===== src/rtl/cpu_bus_master.sv =====
// NES CPU cartridge bus initiator: free-running M2 plus in-order queued read/write cycles.
// Optional `CPU_M3_EN adds a one-clk mid-phi2 M3 strobe on cpu_m3.
module cpu_bus_master #(
  parameter int M2_LO      = 4,
  parameter int M2_HI      = 4,
  parameter int FIFO_DEPTH = 4
) (
  input  logic        clk,
  input  logic        rst_n,
  input  logic        cmd_valid,
  output logic        cmd_ready,
  input  logic        cmd_rw,
  input  logic [15:0] cmd_addr,
  input  logic [7:0]  cmd_data,
  output logic        rsp_valid,
  output logic [7:0]  rsp_data,
  output logic        busy,
  output logic        cpu_m2,
  output logic        cpu_rw,
  output logic [15:0] cpu_addr,
  output logic        cpu_ce_n,
  output logic [7:0]  cpu_dout,
  output logic        cpu_dout_oe,
  input  logic [7:0]  cpu_din,
  output logic        cpu_m3
);
  localparam int PER = M2_LO + M2_HI;
  localparam int PW  = $clog2(PER);
  localparam int AW  = $clog2(FIFO_DEPTH);
  localparam logic [PW-1:0] PH_LAST  = PW'(PER - 1);
  localparam logic [PW-1:0] PH_HI    = PW'(M2_LO);
  localparam logic [AW:0]   CNT_FULL = (AW+1)'(FIFO_DEPTH);

  typedef struct packed {
    logic        rw;
    logic [15:0] addr;
    logic [7:0]  data;
  } cmd_t;

  cmd_t          mem [FIFO_DEPTH];
  cmd_t          head;
  logic [AW-1:0] wr_q, wr_d, rd_q, rd_d;
  logic [AW:0]   cnt_q, cnt_d;
  logic [PW-1:0] ph_q, ph_d;
  logic          push, pop, boundary;
  logic          cur_real_q, cur_real_d;
  logic [7:0]    cur_data_q, cur_data_d;
  logic          cpu_m2_q, cpu_m2_d, cpu_rw_q, cpu_rw_d, cpu_ce_n_q, cpu_ce_n_d;
  logic [15:0]   cpu_addr_q, cpu_addr_d;
  logic [7:0]    cpu_dout_q, cpu_dout_d, rsp_data_q, rsp_data_d;
  logic          cpu_dout_oe_q, cpu_dout_oe_d, rsp_valid_q, rsp_valid_d;
  logic          busy_q, busy_d, cmd_ready_q, cmd_ready_d;

  // Outputs are computed from the next phase so every registered output lines up with ph_q.
  always_comb begin
    push     = cmd_valid & cmd_ready_q;
    boundary = (ph_q == PH_LAST);
    pop      = boundary & (cnt_q != '0);
    ph_d     = boundary ? '0 : ph_q + PW'(1);
    head     = mem[rd_q];
    wr_d     = push ? wr_q + AW'(1) : wr_q;
    rd_d     = pop ? rd_q + AW'(1) : rd_q;
    cnt_d    = cnt_q;
    if (push && !pop) cnt_d = cnt_q + (AW+1)'(1);
    else if (pop && !push) cnt_d = cnt_q - (AW+1)'(1);

    cur_real_d = cur_real_q;
    cur_data_d = cur_data_q;
    cpu_rw_d   = cpu_rw_q;
    cpu_addr_d = cpu_addr_q;
    if (boundary) begin
      cur_real_d = pop;
      cpu_rw_d   = pop ? head.rw : 1'b1;
      cpu_addr_d = pop ? head.addr : 16'h0000;
      if (pop) cur_data_d = head.data;
    end

    cpu_m2_d      = (ph_d >= PH_HI);
    cpu_ce_n_d    = ~(cpu_addr_d[15] & cpu_m2_d);
    cpu_dout_oe_d = (ph_d != '0) & ~cpu_rw_d;
    cpu_dout_d    = ((ph_d == PW'(1)) && !cpu_rw_d) ? cur_data_d : cpu_dout_q;
    // A real read samples the bus on its last phi2 clk; dummy reads never respond.
    rsp_valid_d   = boundary & cur_real_q & cpu_rw_q;
    rsp_data_d    = rsp_valid_d ? cpu_din : rsp_data_q;
    busy_d        = (cnt_d != '0) | cur_real_d;
    cmd_ready_d   = (cnt_d != CNT_FULL);
  end

  always_ff @(posedge clk or negedge rst_n) begin
    if (!rst_n) begin
      ph_q          <= '0;
      wr_q          <= '0;
      rd_q          <= '0;
      cnt_q         <= '0;
      cur_real_q    <= 1'b0;
      cpu_m2_q      <= 1'b0;
      cpu_rw_q      <= 1'b1;
      cpu_addr_q    <= 16'h0000;
      cpu_ce_n_q    <= 1'b1;
      cpu_dout_q    <= 8'h00;
      cpu_dout_oe_q <= 1'b0;
      rsp_valid_q   <= 1'b0;
      rsp_data_q    <= 8'h00;
      busy_q        <= 1'b0;
      cmd_ready_q   <= 1'b1;
    end else begin
      ph_q          <= ph_d;
      wr_q          <= wr_d;
      rd_q          <= rd_d;
      cnt_q         <= cnt_d;
      cur_real_q    <= cur_real_d;
      cpu_m2_q      <= cpu_m2_d;
      cpu_rw_q      <= cpu_rw_d;
      cpu_addr_q    <= cpu_addr_d;
      cpu_ce_n_q    <= cpu_ce_n_d;
      cpu_dout_q    <= cpu_dout_d;
      cpu_dout_oe_q <= cpu_dout_oe_d;
      rsp_valid_q   <= rsp_valid_d;
      rsp_data_q    <= rsp_data_d;
      busy_q        <= busy_d;
      cmd_ready_q   <= cmd_ready_d;
    end
  end

  // Command storage and the in-flight write data carry no reset.
  always_ff @(posedge clk) begin
    if (push) mem[wr_q] <= '{rw: cmd_rw, addr: cmd_addr, data: cmd_data};
    cur_data_q <= cur_data_d;
  end

`ifdef CPU_M3_EN
  localparam logic [PW-1:0] PH_M3 = PW'(M2_LO + M2_HI / 2);
  logic cpu_m3_q, cpu_m3_d;

  always_comb cpu_m3_d = (ph_d == PH_M3);

  always_ff @(posedge clk or negedge rst_n) begin
    if (!rst_n) cpu_m3_q <= 1'b0;
    else        cpu_m3_q <= cpu_m3_d;
  end

  assign cpu_m3 = cpu_m3_q;
`else
  assign cpu_m3 = 1'b0;
`endif

  assign cmd_ready   = cmd_ready_q;
  assign rsp_valid   = rsp_valid_q;
  assign rsp_data    = rsp_data_q;
  assign busy        = busy_q;
  assign cpu_m2      = cpu_m2_q;
  assign cpu_rw      = cpu_rw_q;
  assign cpu_addr    = cpu_addr_q;
  assign cpu_ce_n    = cpu_ce_n_q;
  assign cpu_dout    = cpu_dout_q;
  assign cpu_dout_oe = cpu_dout_oe_q;
endmodule


===== config.mk =====
export PLATFORM = sky130hd
export DESIGN_NAME = cpu_bus_master
export DESIGN_NICKNAME = d
export VERILOG_FILES = /design/src/rtl/cpu_bus_master.sv
export SDC_FILE = /design/constraint.sdc
export NUM_CORES = 1
export LEC_CHECK = 0
export ABC_AREA = 1
export CAP_MARGIN = 0
export CORE_MARGIN = 2
export CORE_UTILIZATION = 35
export CTS_CLUSTER_DIAMETER = 30
export DETAILED_ROUTE_END_ITERATION = 16
export PLACE_DENSITY_LB_ADDON = 0.25
export SYNTH_ARGS = -nofsm -noshare
export SYNTH_HDL_FRONTEND = slang
export SYNTH_SLANG_ARGS = --single-unit
export TNS_END_PERCENT = 30

===== constraint.sdc =====
create_clock -name clk -period 2.09 [get_ports clk]
set_clock_uncertainty 0.05 [all_clocks]
set_input_delay 0.5225 -clock clk [delete_from_list [all_inputs] [get_ports clk]]
set_output_delay 0.5225 -clock clk [all_outputs]
set_load 0.005 [all_outputs]

Word-level counts from Yosys, hierarchy flattened

Memories as Yosys holds them, arrays and structs flattened.
Index checks and enable logic that the tools add are counted.

Register bits: 58
Memories: 1
Memory bits (writable): 100
Logic and storage cells: 57
Output and inout bits: 40
Input port bits: 36

Equal/unequal tests: 3
Add/sub/neg operators: 5
Muxes and demuxes: 12
Bitwise logic cells: 9
Reduce and logical (&&, ||, !) cells: 9
Order comparisons: 1

Memory list:

| name | depth | width | read ports | clocked after Yosys merged registers in | wr ports | RTL line | RTL |
|---|---|---|---|---|---|---|---|
| mem  | 4     | 25    | 1          | 0                                       | 1        | 40       | `cmd_t mem [FIFO_DEPTH];` |

Operators by type and width:

| cell                | count |
|---|---|
| $mux 16             | 2 |
| $mux 8              | 2 |
| $mux 3              | 3 |
| $reduce_bool 3->1   | 3 |
| $add 3x1->3 const B | 2 |
| $and 1x1->1         | 6 |
| $mux 1              | 5 |
| $add 2x1->2 const B | 2 |
| $eq 3x1->1 const B  | 1 |
| $eq 3x3->1 const B  | 1 |
| $ge 3x3->1 const B  | 1 |
| $logic_and 1x1->1   | 3 |
| $logic_not 1->1     | 3 |
| $ne 3x3->1 const B  | 1 |
| $sub 3x1->3 const B | 1 |
| $not 1->1           | 2 |
| $or 1x1->1          | 1 |

Longest topological paths before layout

Depth in word-level cells: 7
Mapped depth: 12
Gate-level depth less buffers: 12

Worst setup path before layout

No wires, ideal clock.

Path type: register -> register
Start point: register wr_q[0]
End point: memory mem[2][0] (netlist bit), enable pin
Path slack: -0.099 ns
Period minus slack after synthesis: 2.189 ns
Required time: 1.633 ns
Path buffers: 0
Setup time: 0.407 ns
Data arrival time: 1.732 ns
Stages on the path, launching flop included: 5
Path through: dfrtp_1 inv_1 ha_1 inv_1 nor2_1

RTL lines:

| what                   | RTL line | RTL |
|---|---|---|
| from (decl)            | 42       | `logic [AW-1:0] wr_q, wr_d, rd_q, rd_d;` |
| from (signal assigned) | 108      | `wr_q <= wr_d;` |
| to (decl)              | 40       |  |

Straight into the memory's write port.

Worst setup path after layout

Start point: register cpu_rw_q (netlist: cpu_rw)
End point: output cpu_rw

RTL lines:

| what                   | RTL line | RTL |
|---|---|---|
| from (decl)            | 48       | `logic cpu_m2_q, cpu_m2_d, cpu_rw_q, cpu_rw_d, cpu_ce_n_q, cpu_ce_n_d;` |
| from (signal assigned) | 113      | `cpu_rw_q <= cpu_rw_d;` |
| to (decl)              | 19       | `output logic cpu_rw,` |

No word-level cell between the ends.

==> impl_summary.txt <==
----------------------------------------------------
[Synthesis]
  Number of synthesized flops with an enable pin ... 100
  Share of synthesized registers carrying an async set or reset ... 31.21%
  Post-synthesis simple-gate area fraction ... 16.73%
  Area share of the largest cell type after synthesis ... 48.44%
  Synth Instances ... 539
  Proportion of synthesized chip area in sequential cells ... 70.86%
  Total nets after synthesis ... 586
  Synth Area in Compound Gates ... 3.956%
  Xor/xnor cell area share of the yosys netlist ... 0.5651%
  Mean instance size in the synthesized netlist ... about 12 µm²
  Share of cell area taken by muxes after synthesis ... 0%
  Predominant post-synthesis flop cell ... edfxtp_1
  Largest area contributor in the synthesized netlist ... edfxtp_1
  Number of register bits inferred by synthesis ... 157
  Ys Warns ... 0
  Synth top area cells ... edfxtp_1, dfrtp_1, nand2_1, nand3_1, inv_1
  Largest family of logic cells by synthesized area ... simple AND/OR/NAND/NOR gates
  Synth Area in Adders ... 2.220%
  Mapped Area ... ~0.0062 mm²
  Count of cell types in the netlist ... 25

[Floorplan]
  Horiz. Die Dim ... about 140 µm
  Top-Level Pins ... 76
  Die boundary height ... ~140 µm
  Area of the core ... 0.01730 mm²
  Starting Density ... a little over a third
  Die Footprint ... 0.01879 mm²
  Number of rows created at floorplan ... 48

[Power and ir drop]
  Worst IR drop on VDD ... 0.7660 mV
  Areal power density over the cells ... 1359 mW/mm²
  Leakage power figure ... 3.310 nW

[Placement]
  Count of buffers from port buffering ... 74
  Global placer's final weighted congestion ... about 0.76
  Final HPWL DP ... 8.329 mm
  Worst setup timing slack at the placement stage ... 0.05298 ns

[CTS]
  Later-pin clock latency in the skew report ... 0.42 ns
  CTS HTree Levels ... 4
  Number of CTS-inserted buffers ... 17
  Sinks on the clock net ... 157
  CTS tree ... done
  Root Buffer ... clkbuf_16
  Clk slew on worst S/H paths ... 0.06 ns
  Number of buffers between clock root and the deepest sink ... 2

[Critical path]
  Crit Path Category ... reg -> out
  Crit path arrival time ... between 1 and 1.5 ns
  Worst Path Buf+Inv ... 1
  Crit path max-delay family ... flip-flops
  Slowest stage cell on the critical path ... dfstp_2
  CP Capture Type ... output port
  Startpoint class of the critical path ... register
  Critical Path RT ... 1.52 ns
  Sequence of cells on the critical path ... clkdlybuf4s50_1
  Largest stage delay on the critical path ... 0.52 ns
  Maximum fanout count along the critical path ... 2

[Drt]
  Remaining design rule violation count ... 0
  Number of nets with antenna violations after routing ... 0
  Drt wl/cell ... 14.90 µm
  Number of vias per cell after detailed routing ... 4.644
  Number of violations reported at the end of detailed-routing iteration 0 ... 287
  Via count of the routed design ... between 4000 and 5000
  First-pass iteration count of the detailed router ... 4
  Drt total wl ... 12.94 mm

[Flow run]
  Number of max-cap violations ... 0

[STA]
  Period utilization ... 95.59%
  Final critical delay including setup and external delays ... ~2.0 ns
  Total Negative Setup Slacks ... 0 ns
  Hold Fails Final Rpt ... 0
  RSZ-0062 raised after global routing ... no
  Number of pins exceeding their max-slew limit in the final report ... 0
  Min setup slack post-route ... 0.09219 ns
  Setup-violating endpoint count in the final report ... 0
  Maximum frequency from static timing analysis ... about 500 MHz

[Global routing]
  Via count of the first global-routing pass ... between 3000 and 4000
  Global-route wire length before repair ... 20.72 mm
  Overflow left after global routing ... 0
  Overall routing resource usage ... 14.77%
  Maximum number of pins on one net before global-route repair ... 50
  Number of antenna violations at the first check in global routing ... 0

[Layout]
  Most common cell after layout, fill and taps aside ... nand2_1
  Layout overhead on the synthesized area ... 27.02%
  Fraction of layout cells with a size suffix above 1 ... 10.42%
  Commonest cells after routing, fill and taps aside ... nand2_1, edfxtp_1, clkdlybuf4s50_1
  Net total in the final layout ... 677
  Antenna diode count ... 0

[Worst hold path]
  Class of the most critical hold timing path ... in -> async

[Run status]
  Result of the run ... completed

----------------------------------------------------
-- power by group --
part	switching, mW	internal (mW)
combinational	1.74	1.40
sequential	0.354	4.24
clock	1.22	1.75
total	3.31	7.39
-- metrics by stage --
step                instances  utilization, %  total power, mW  area, µm²  hold slack (ns)
finish                    868           45.53            10.70       7875          0.04561
global route              868           45.53            11.41       7875          0.04866
CTS                       868           45.52            10.83       7873          0.04297
detailed placement        836           42.21            7.815       7301           0.3981
global placement          836           42.21            7.756       7301           0.3961
floorplan                 539               -            6.334       6205           0.1769
-- what timing repair did --
item	CTS	global route
hold buffers	0	0
buffers inserted	0	0
setup endpoints to repair	0	1
resized for setup	0	1
-- cells in the mapped netlist (all sizes together), types with 3 or more instances --
library cell    n
o21ai           3
dfstp           3
edfxtp        100
dfrtp          46
nor2           10
a22o           15
xor2            4
dfxtp           8
ha             11
inv            59
buf            18
nand3          48
nand2         190
a31oi          15
clkbuf          4
-- logic make-up after synthesis --
logic type                 after synthesis
buffers and inverters                   81
AOI/OAI and AO/OA                       34
xor gates and xnor gates                 4
DFF                                    157
other                                    1
adders and majority gates               11
and+or+nand+nor                        251
-- final cells by class --
class	instances	area (µm²)
Clock inverter	15	146.4
Inverter	59	221.5
Timing Repair Buffer	94	938.4
Tap cell	225	281.5
Multi-Input combinational cell	301	1469
Sequential cell	157	4393
Clock buffer	17	425.4
Fill cell	1607	9422
-- per-layer routing --
| metal | vias to the layer above | track usage, % | wire, µm |
|---|---|---|---|
| met5 | - | 0 | 0 |
| met3 | 17 | 4.111 | 641 |
| met2 | 115 | 22.64 | 6068 |
| li1 | 1969 | - | - |
| met1 | 1930 | 19.94 | 6013 |
| met4 | 0 | 5.727 | 211 |
-- sequential cells by signal, summed over array words and instances (netlist names) --
signal and flops:
busy 1, cmd_ready 1, cnt_q 3, cpu_addr 16
cpu_ce_n 1, cpu_dout 8, cpu_dout_oe 1, cpu_m2 1
cpu_rw 1, cur_data_q 8, cur_real_q 1, mem 100
ph_q 2, rd_q 2, rsp_data 8, rsp_valid 1
wr_q 2
-- path summary, 6_finish.rpt --
check	start	to	cells past startpoint	slack, ns
min in group clk	cur_data_q[1]	cur_data_q[1]	2	0.41
max in group asynchronous	rst_n	cmd_ready	2	1.65
min reg2reg	cur_data_q[1]	cur_data_q[1]	2	0.41
min	rst_n	cpu_dout[7]	2	0.05
max reg2reg	ph_q[0]	busy	10	0.23
max	cpu_rw	cpu_rw	1	0.09
Note: power is estimated with default switching activity, not from simulation.
